<file path="config.mk">
export PLATFORM = sky130hd
export DESIGN_NAME = branch_ctrl
export DESIGN_NICKNAME = d
export VERILOG_FILES = /design/src/rtl/branch_ctrl.sv
export SDC_FILE = /design/constraint.sdc
export NUM_CORES = 1
export LEC_CHECK = 0
export CORE_ASPECT_RATIO = 0.6
export CORE_MARGIN = 3
export CORE_UTILIZATION = 45
export DETAILED_ROUTE_END_ITERATION = 8
export PLACE_DENSITY = 0.76
export SLEW_MARGIN = 20
export SYNTH_ARGS = -nofsm -noshare
export SYNTH_HDL_FRONTEND = slang
export SYNTH_SLANG_ARGS = --single-unit
export TNS_END_PERCENT = 10
</file>
<file path="constraint.sdc">
create_clock -name clk_i -period 2.6 [get_ports clk_i]
set_input_delay 0.52 -clock clk_i [delete_from_list [all_inputs] [get_ports clk_i]]
set_output_delay 0.52 -clock clk_i [all_outputs]
set_load 0.005 [all_outputs]
</file>
<file path="src/rtl/branch_ctrl.sv">
// Branch/PC controller: latches ALU compare flags, resolves branches, owns the PC, flushes after taken branches.
// Optional macro BRANCH_CTRL_FLAG_FWD_EN forwards same-cycle CMP flags into the branch condition.
//
// state   | meaning
// S_IDLE  | waiting for start, pc holds
// S_RUN   | fetching, resolving branches/halt
// S_FLUSH | squashing wrong-path instructions after a taken branch
// S_HALT  | stopped, waiting for start
module branch_ctrl #(
  parameter int PC_W      = 10,
  parameter int OFFS_W    = 8,
  parameter int FLUSH_CYC = 2
) (
  input  logic              clk_i,
  input  logic              reset_i,
  input  logic              start_i,
  input  logic [PC_W-1:0]   start_addr_i,
  input  logic              stall_i,
  input  logic              cmp_valid_i,
  input  logic              ge_flg_i,
  input  logic              ne_flg_i,
  input  logic              br_valid_i,
  input  logic [1:0]        br_cond_i,
  input  logic [OFFS_W-1:0] br_offset_i,
  input  logic              halt_i,
  output logic [PC_W-1:0]   pc_o,
  output logic              flush_o,
  output logic              busy_o,
  output logic              done_o,
  output logic              flag_ge_o,
  output logic              flag_ne_o
);

  localparam int CNT_W = (FLUSH_CYC > 1) ? $clog2(FLUSH_CYC) : 1;
  localparam logic [CNT_W-1:0] CNT_INIT = CNT_W'(FLUSH_CYC - 1);

  typedef enum logic [1:0] {S_IDLE, S_RUN, S_FLUSH, S_HALT} state_t;

  state_t            state_q;
  logic [PC_W-1:0]   pc_q;
  logic [CNT_W-1:0]  cnt_q;
  logic              flush_q;
  logic              busy_q;
  logic              done_q;
  logic              flag_ge_q;
  logic              flag_ne_q;

  logic [PC_W-1:0]   off_ext;
  logic [PC_W-1:0]   pc_inc;
  logic [PC_W-1:0]   br_tgt;
  logic              cond_ge;
  logic              cond_ne;
  logic              br_taken;

  if (PC_W > OFFS_W) begin : g_sext
    assign off_ext = {{(PC_W-OFFS_W){br_offset_i[OFFS_W-1]}}, br_offset_i};
  end else begin : g_trunc
    assign off_ext = br_offset_i[PC_W-1:0];
  end

  assign pc_inc = pc_q + 1'b1;
  assign br_tgt = pc_q + off_ext;

`ifdef BRANCH_CTRL_FLAG_FWD_EN
  assign cond_ge = cmp_valid_i ? ge_flg_i : flag_ge_q;
  assign cond_ne = cmp_valid_i ? ne_flg_i : flag_ne_q;
`else
  // Same-cycle CMP is not visible here; decode keeps CMP and branch apart.
  assign cond_ge = flag_ge_q;
  assign cond_ne = flag_ne_q;
`endif

  always_comb begin
    br_taken = 1'b0;
    case (br_cond_i)
      2'b00:   br_taken = 1'b1;
      2'b01:   br_taken = cond_ge;
      2'b10:   br_taken = cond_ne;
      default: br_taken = ~cond_ne;
    endcase
  end

  always_ff @(posedge clk_i) begin
    if (reset_i) begin
      state_q   <= S_IDLE;
      pc_q      <= '0;
      cnt_q     <= '0;
      flush_q   <= 1'b0;
      busy_q    <= 1'b0;
      done_q    <= 1'b0;
      flag_ge_q <= 1'b0;
      flag_ne_q <= 1'b0;
    end else if (!stall_i) begin
      case (state_q)
        S_IDLE: begin
          if (start_i) begin
            state_q <= S_RUN;
            pc_q    <= start_addr_i;
            busy_q  <= 1'b1;
          end
        end
        S_RUN: begin
          if (cmp_valid_i) begin
            flag_ge_q <= ge_flg_i;
            flag_ne_q <= ne_flg_i;
          end
          if (halt_i) begin
            state_q <= S_HALT;
            done_q  <= 1'b1;
            busy_q  <= 1'b0;
          end else if (br_valid_i && br_taken) begin
            state_q <= S_FLUSH;
            pc_q    <= br_tgt;
            cnt_q   <= CNT_INIT;
            flush_q <= 1'b1;
          end else begin
            pc_q <= pc_inc;
          end
        end
        S_FLUSH: begin
          pc_q <= pc_inc;
          if (cnt_q == '0) begin
            state_q <= S_RUN;
            flush_q <= 1'b0;
          end else begin
            cnt_q <= cnt_q - 1'b1;
          end
        end
        S_HALT: begin
          if (start_i) begin
            state_q <= S_RUN;
            pc_q    <= start_addr_i;
            done_q  <= 1'b0;
            busy_q  <= 1'b1;
          end
        end
        default: state_q <= S_IDLE;
      endcase
    end
  end

  assign pc_o      = pc_q;
  assign flush_o   = flush_q;
  assign busy_o    = busy_q;
  assign done_o    = done_q;
  assign flag_ge_o = flag_ge_q;
  assign flag_ne_o = flag_ne_q;

endmodule

</file>
### Word level (Yosys, flattened, before mapping)

Index checks and enable logic that the tools add are counted.

* equal/unequal tests: 12
* bitwise operators: 2
* muxes and demuxes: 22
* reduce and logical (&&, ||, !) cells: 14
* add/subtract/negate cells: 3

Operator list (number)
* 10-bit two-way mux: 3
* 10-bit one-hot mux with 3 select lines: 1
* 4-bit AND reduction: 4
* 10-bit by 1-bit adder with 10-bit output, second input constant: 1
* 10-bit adder: 1
* 2-bit != test, second input constant: 5
* 1-bit two-way mux: 8
* 2-bit two-way mux: 4
* 1-bit one-hot mux with 2 select lines: 4
* 2-bit equality test, second input constant: 3
* 2-bit one-hot mux with 3 select lines: 1
* 3-bit AND reduction: 2
* 2-bit nonzero test: 3
* 5-bit AND reduction: 1
* 2-bit by 1-bit equality test with 1-bit output, second input constant: 2
* 2-bit zero test: 2
* 3-bit != test, second input constant: 1
* 1-bit one-hot mux with 3 select lines: 1
* 2-bit by 1-bit != test with 1-bit output, second input constant: 1
* 1-bit NOT: 2
* 2-bit OR reduction: 1
* 1-bit logical AND: 1
* 1-bit subtractor, second input constant: 1

* register bits after elaboration: 18
* input port bits: 29
* word-level logic and storage cells: 61
* output and inout port bits: 15

### Logic depth before layout (Yosys ltp)

* word-level depth: 6
* mapped depth: 9
* mapped depth without buffers: 9

### Worst setup path after synthesis

Ideal clock, no wire load.

* path type: input port to flip-flop
* from: input br_offset_i[0]
* to: register pc_q[8], in the netlist pc_o[8]
* data required time: 2.514 ns
* data arrival time: 1.995 ns
* path slack: 0.519 ns
* setup time: 0.086 ns
* path buffers: 0
* stages on the path: 9
* cells stage by stage: ha_1 inv_1 fa_1 nand2b_1 a21o_1 a31oi_1 xor2_1 nand2_1 a211oi_1

* word-level cells in the longest chain between the ends: 4

RTL lines
* start: declaration: RTL line 24 `input logic [OFFS_W-1:0] br_offset_i,`
* 10-bit adder: RTL line 62 `assign br_tgt = pc_q + off_ext;`
* 10-bit two-way mux: RTL line 111 `end else if (br_valid_i && br_taken) begin`
* 10-bit two-way mux: RTL line 107 `if (halt_i) begin`
* 10-bit one-hot mux with 3 select lines: RTL line 94 `case (state_q)`
* end signal: assignment: RTL line 98 `pc_q <= start_addr_i;`
* end signal: assignment: RTL line 113 `pc_q <= br_tgt;`
* end signal: assignment: RTL line 117 `pc_q <= pc_inc;`
* end: declaration: RTL line 40 `logic [PC_W-1:0] pc_q;`

Every way passes these cells. The select of a mux whose other input is x is not followed.
A chain may end at the register's enable or synchronous reset.

### Worst setup path after layout

Same ends and word-level chain as after synthesis.

==> PnR_summary.wiki <==
{| class="wikitable"
! Metric !! Value
|-
| FF-to-FF Start || pc_o[0]
|-
| Cell area reported after detailed placement || 0.00206 mm2
|-
| Starting density of the core || 0.505
|-
| Cell at the root of the clock tree || clkbuf_8
|-
| Sw power || between 300 and 400 uW
|-
| Category of cells accounting for the largest share of critical-path delay || compound AO/OA/AOI/OAI gates
|-
| Post-place setup slack || -0.0993 ns
|-
| Netlist Area Pre-Place || 0.00155 mm2
|-
| R2R cell count || 9
|-
| Measured slew at the worst slew-check pin || between 0.7 and 0.8 ns
|-
| Peak supply drop || 0.000279 V
|-
| Final Setup Violations || 0
|-
| Area share of the largest cell type after synthesis || 0.232
|-
| Routed Antenna Nets || 0
|-
| Maximum net fanout on the critical path || 2
|-
| RSZ-0062 raised after global routing || no
|-
| Maximum cell stage delay along the critical path || about 0.47 ns
|-
| Synth Warn # || 0
|-
| Maximum clock frequency || 414 MHz
|-
| Leading post-synthesis cells by cell area || dfxtp_1 23%, ha_1 10%, xnor2_1 6.2%
|-
| Leak pwr || roughly 0.86 nW
|-
| Part of the power in combinational logic || 0.402
|-
| Crit end category || register
|-
| Register bit count reported by yosys || 18
|-
| Worst hold path endpoint || flush_o
|-
| Share of the clock period used by the worst path after layout || 0.930
|-
| Slack of the critical path || roughly 0.18 ns
|-
| Share of post-route cells with drive strength above 1 || 0.0683
|-
| Sequential power share || 0.355
|-
| Pin count of the biggest net entering global routing || 20
|-
| Final hold viol count || 0
|-
| Number of vias after detailed routing || about 1600
|-
| Number of DRC markers after the initial detailed-route iteration || 69
|-
| DRC violations left || 0
|-
| Classification of the worst-slack hold path || reg2reg
|-
| Global-route usage over all layers || 0.208
|-
| Die outline area || roughly 0.0042 mm2
|-
| Min Hold Slack || roughly 0.54 ns
|-
| Commonest cells after routing, fill and taps aside || 43 x clkdlybuf4s50_1, 23 x nor2_1, 19 x nand2_1
|-
| Pins over their slew limit || 0
|-
| Min-Delay Startpoint || flush_o
|-
| Sort of element at the start of the critical path || input pin
|-
| First drt pass iteration count || 4
|-
| Cell count after synthesis || around 200
|-
| Most area-hungry cell type in the Yosys netlist || dfxtp_1
|-
| Overall power of the completed layout || 952 uW
|-
| CP Class || in2reg
|-
| IO buf count || 43
|-
| Average wire per standard cell || 14.4 um
|-
| Combined buffer and inverter count along the critical path || 2
|-
| First-pass GRT wire length || ~7000 um
|-
| Total number of H-tree levels || 1
|-
| Number of antenna violations at the first check in global routing || 0
|-
| Layout Utilization || 0.687
|-
| Slowest-stage cell, CP || clkdlybuf4s50_1
|-
| Worst reg2reg path endpoint || pc_o[8]
|-
| Number of instances resized during post-cts repair || 0
|-
| Vias per cell || around 5.4
|-
| Number of rows created at floorplan || 15
|-
| Clock tree from TritonCTS || yes
|-
| Yosys cell types || 43
|-
| Number of buffers created by CTS || 3
|-
| Critical Path, Cell by Cell || clkdlybuf4s50_1, ha_1, inv_1, fa_1, nand2b_1, a21o_1, a31oi_1, xor2_1, nand2_1, a211oi_1
|-
| Proportion of total power due to net switching || 0.333
|-
| Run status || finished clean
|-
| Final wirelength || 4180 um
|-
| Number of diodes added for antenna fixing || 0
|-
| Non-Filler Cell Area, Final || ~0.0021 mm2
|-
| Relative contribution of the clock network to total power || 0.243
|-
| Fin crit period || about 2.4 ns
|-
| Final HPWL DP || 3300 um
|-
| Final #Nets || just under 300
|-
| Cell Int Power || between 600 and 700 uW
|-
| Number of hold buffers added after CTS || 0
|-
| Die Span Y || 51.5 um
|-
| Setup Fix Bufs, Post-CTS || 0
|-
| Crit path required time || 2.76 ns
|-
| Crit. path cell count || 10
|-
| Total of max-cap violations || 0
|-
| Pwr Density || between 400 and 500 mW/mm2
|-
| Number of clock sinks seen by CTS || 18
|-
| Rel. slew slack || 0.481
|-
| Count of cells along the worst hold path || 2
|-
| Number of ports placed on the die boundary || 44
|-
| CTS max path bufs || 2
|-
| Post-Synthesis Net Count || between 200 and 250
|-
| Final GP Congestion || between 0.7 and 0.8
|-
| Portion of the post-synthesis area used by sequential elements || 0.232
|-
| GRT Residual Overflow || 0
|-
| Standard cell core area || between 0.003 and 0.004 mm2
|-
| FF-to-FF setup slack || around 0.43 ns
|-
| Most frequent standard cell in the layout excluding fill and tap cells || clkdlybuf4s50_1
|-
| Clock-pin slew of the registers on the worst-case setup and hold paths || approximately 0.07 ns
|-
| Mean post-synth cell area || slightly below 8 um2
|-
| Die Width || slightly above 80 um
|-
| Clock latency of the later-clocked register in the worst-skew pair || ~0.25 ns
|-
| Layout-stage area growth over the synthesis result || 36.0%
|-
| Worst path arrival time || between 2 and 3 ns
|-
| Via count of the first global-routing pass || 1443
|-
| Final worst clock skew || ~0.0014 ns
|}
[per-stage QoR]
| stage | setup TNS, ns | std cells |
|---|---|---|
| after global routing | 0 | 291 |
| after floorplan | 0 | 201 |
| after global placement | -0.0191 | 287 |
| after CTS | 0 | 291 |
| final | 0 | 291 |
| after detailed placement | -0.100 | 287 |
[area by class of cell]
class	instances	area [um2]
multi-input combinational	165	1120
fill	271	965
timing repair buffer	50	483
sequential	18	360
clock buffer	4	55.1
tap	42	52.6
inverter	12	45.0
[power groups by stage]
stage | Sequential [mW] | Combinational, mW | Clock [mW]
after global routing | 0.343 | 0.427 | 0.249
after floorplan | 0.335 | 0.233 | 0
after CTS | 0.337 | 0.383 | 0.235
final | 0.338 | 0.383 | 0.231
after detailed placement | 0.344 | 0.379 | 0
after global placement | 0.344 | 0.377 | 0
[sequential cells by signal, indices dropped and copies added (netlist names)]
register,flops
flag_ge_o,1
flag_ne_o,1
state_q,2
done_o,1
cnt_q,1
pc_o,10
flush_o,1
busy_o,1
[cells in the mapped netlist]
library cell / count
nand4_1: 2
a311oi_1: 5
a221oi_1: 2
a211oi_1: 8
dfxtp_1: 18
ha_1: 13
nor3_1: 2
nand3b_1: 1
a211o_1: 1
o21a_1: 1
or2_2: 1
mux2i_1: 3
nand2b_1: 4
buf_2: 1
a21oi_1: 12
nand3_1: 8
nor2_1: 23
o41ai_1: 1
nor2_2: 1
and4_1: 1
o2111a_1: 1
and3_1: 2
a21o_1: 3
mux2_2: 3
o2111ai_1: 1
o221ai_1: 1
or2_4: 1
or2b_1: 2
nand2_1: 19
fa_1: 1
xor2_1: 7
a2bb2oi_1: 1
o211ai_1: 3
nor2b_1: 3
o21ai_1: 1
o21bai_1: 1
a31oi_1: 2
inv_1: 12
buf_6: 1
a22oi_1: 2
xnor2_1: 11
o21ai_0: 11
clkbuf_1: 4
[how the worst max path moves through the flow]
stage	slack [ns]	end	from
final	0.18	pc_o[8]	br_offset_i[0]
after detailed placement	-0.1	pc_o[8]	br_offset_i[0]
after CTS	0.18	pc_o[8]	br_offset_i[0]
after global routing	0.007	pc_o[8]	br_offset_i[0]
after global placement	-0.02	pc_o[8]	br_offset_i[0]
after floorplan	0.52	pc_o[8]	br_offset_i[0]
[layer usage]
layer	global-route usage	vias to the layer above	part of all wire
met2	0.283	67	0.36
met4	0.0193	0	0
met3	0.0415	0	0.084
li1	-	819	-
met5	0	-	0
met1	0.337	689	0.56
[kinds of logic (layout without fill, tap and decap cells)]
kind of cell               count (synthesis)  count (layout)  share of synthesized area
muxes                                      6               6                     0.0411
buffers and inverters                     18              66                     0.0491
AOI/OAI and AO/OA                         57              57                      0.247
xor gates and xnor gates                  18              18                      0.101
adders and majority gates                 14              14                      0.118
and+or+nand+nor                           70              70                      0.212
DFF                                       18              18                      0.232
[worst register-to-register path: stages (launching register included)]
cell	delay (ns)
dfxtp_1	0.44
ha_1	0.21
inv_1	0.05
fa_1	0.39
nand2b_1	0.18
a21o_1	0.20
a31oi_1	0.19
xor2_1	0.16
nand2_1	0.08
a211oi_1	0.18
(Power assumes the default switching activity.)
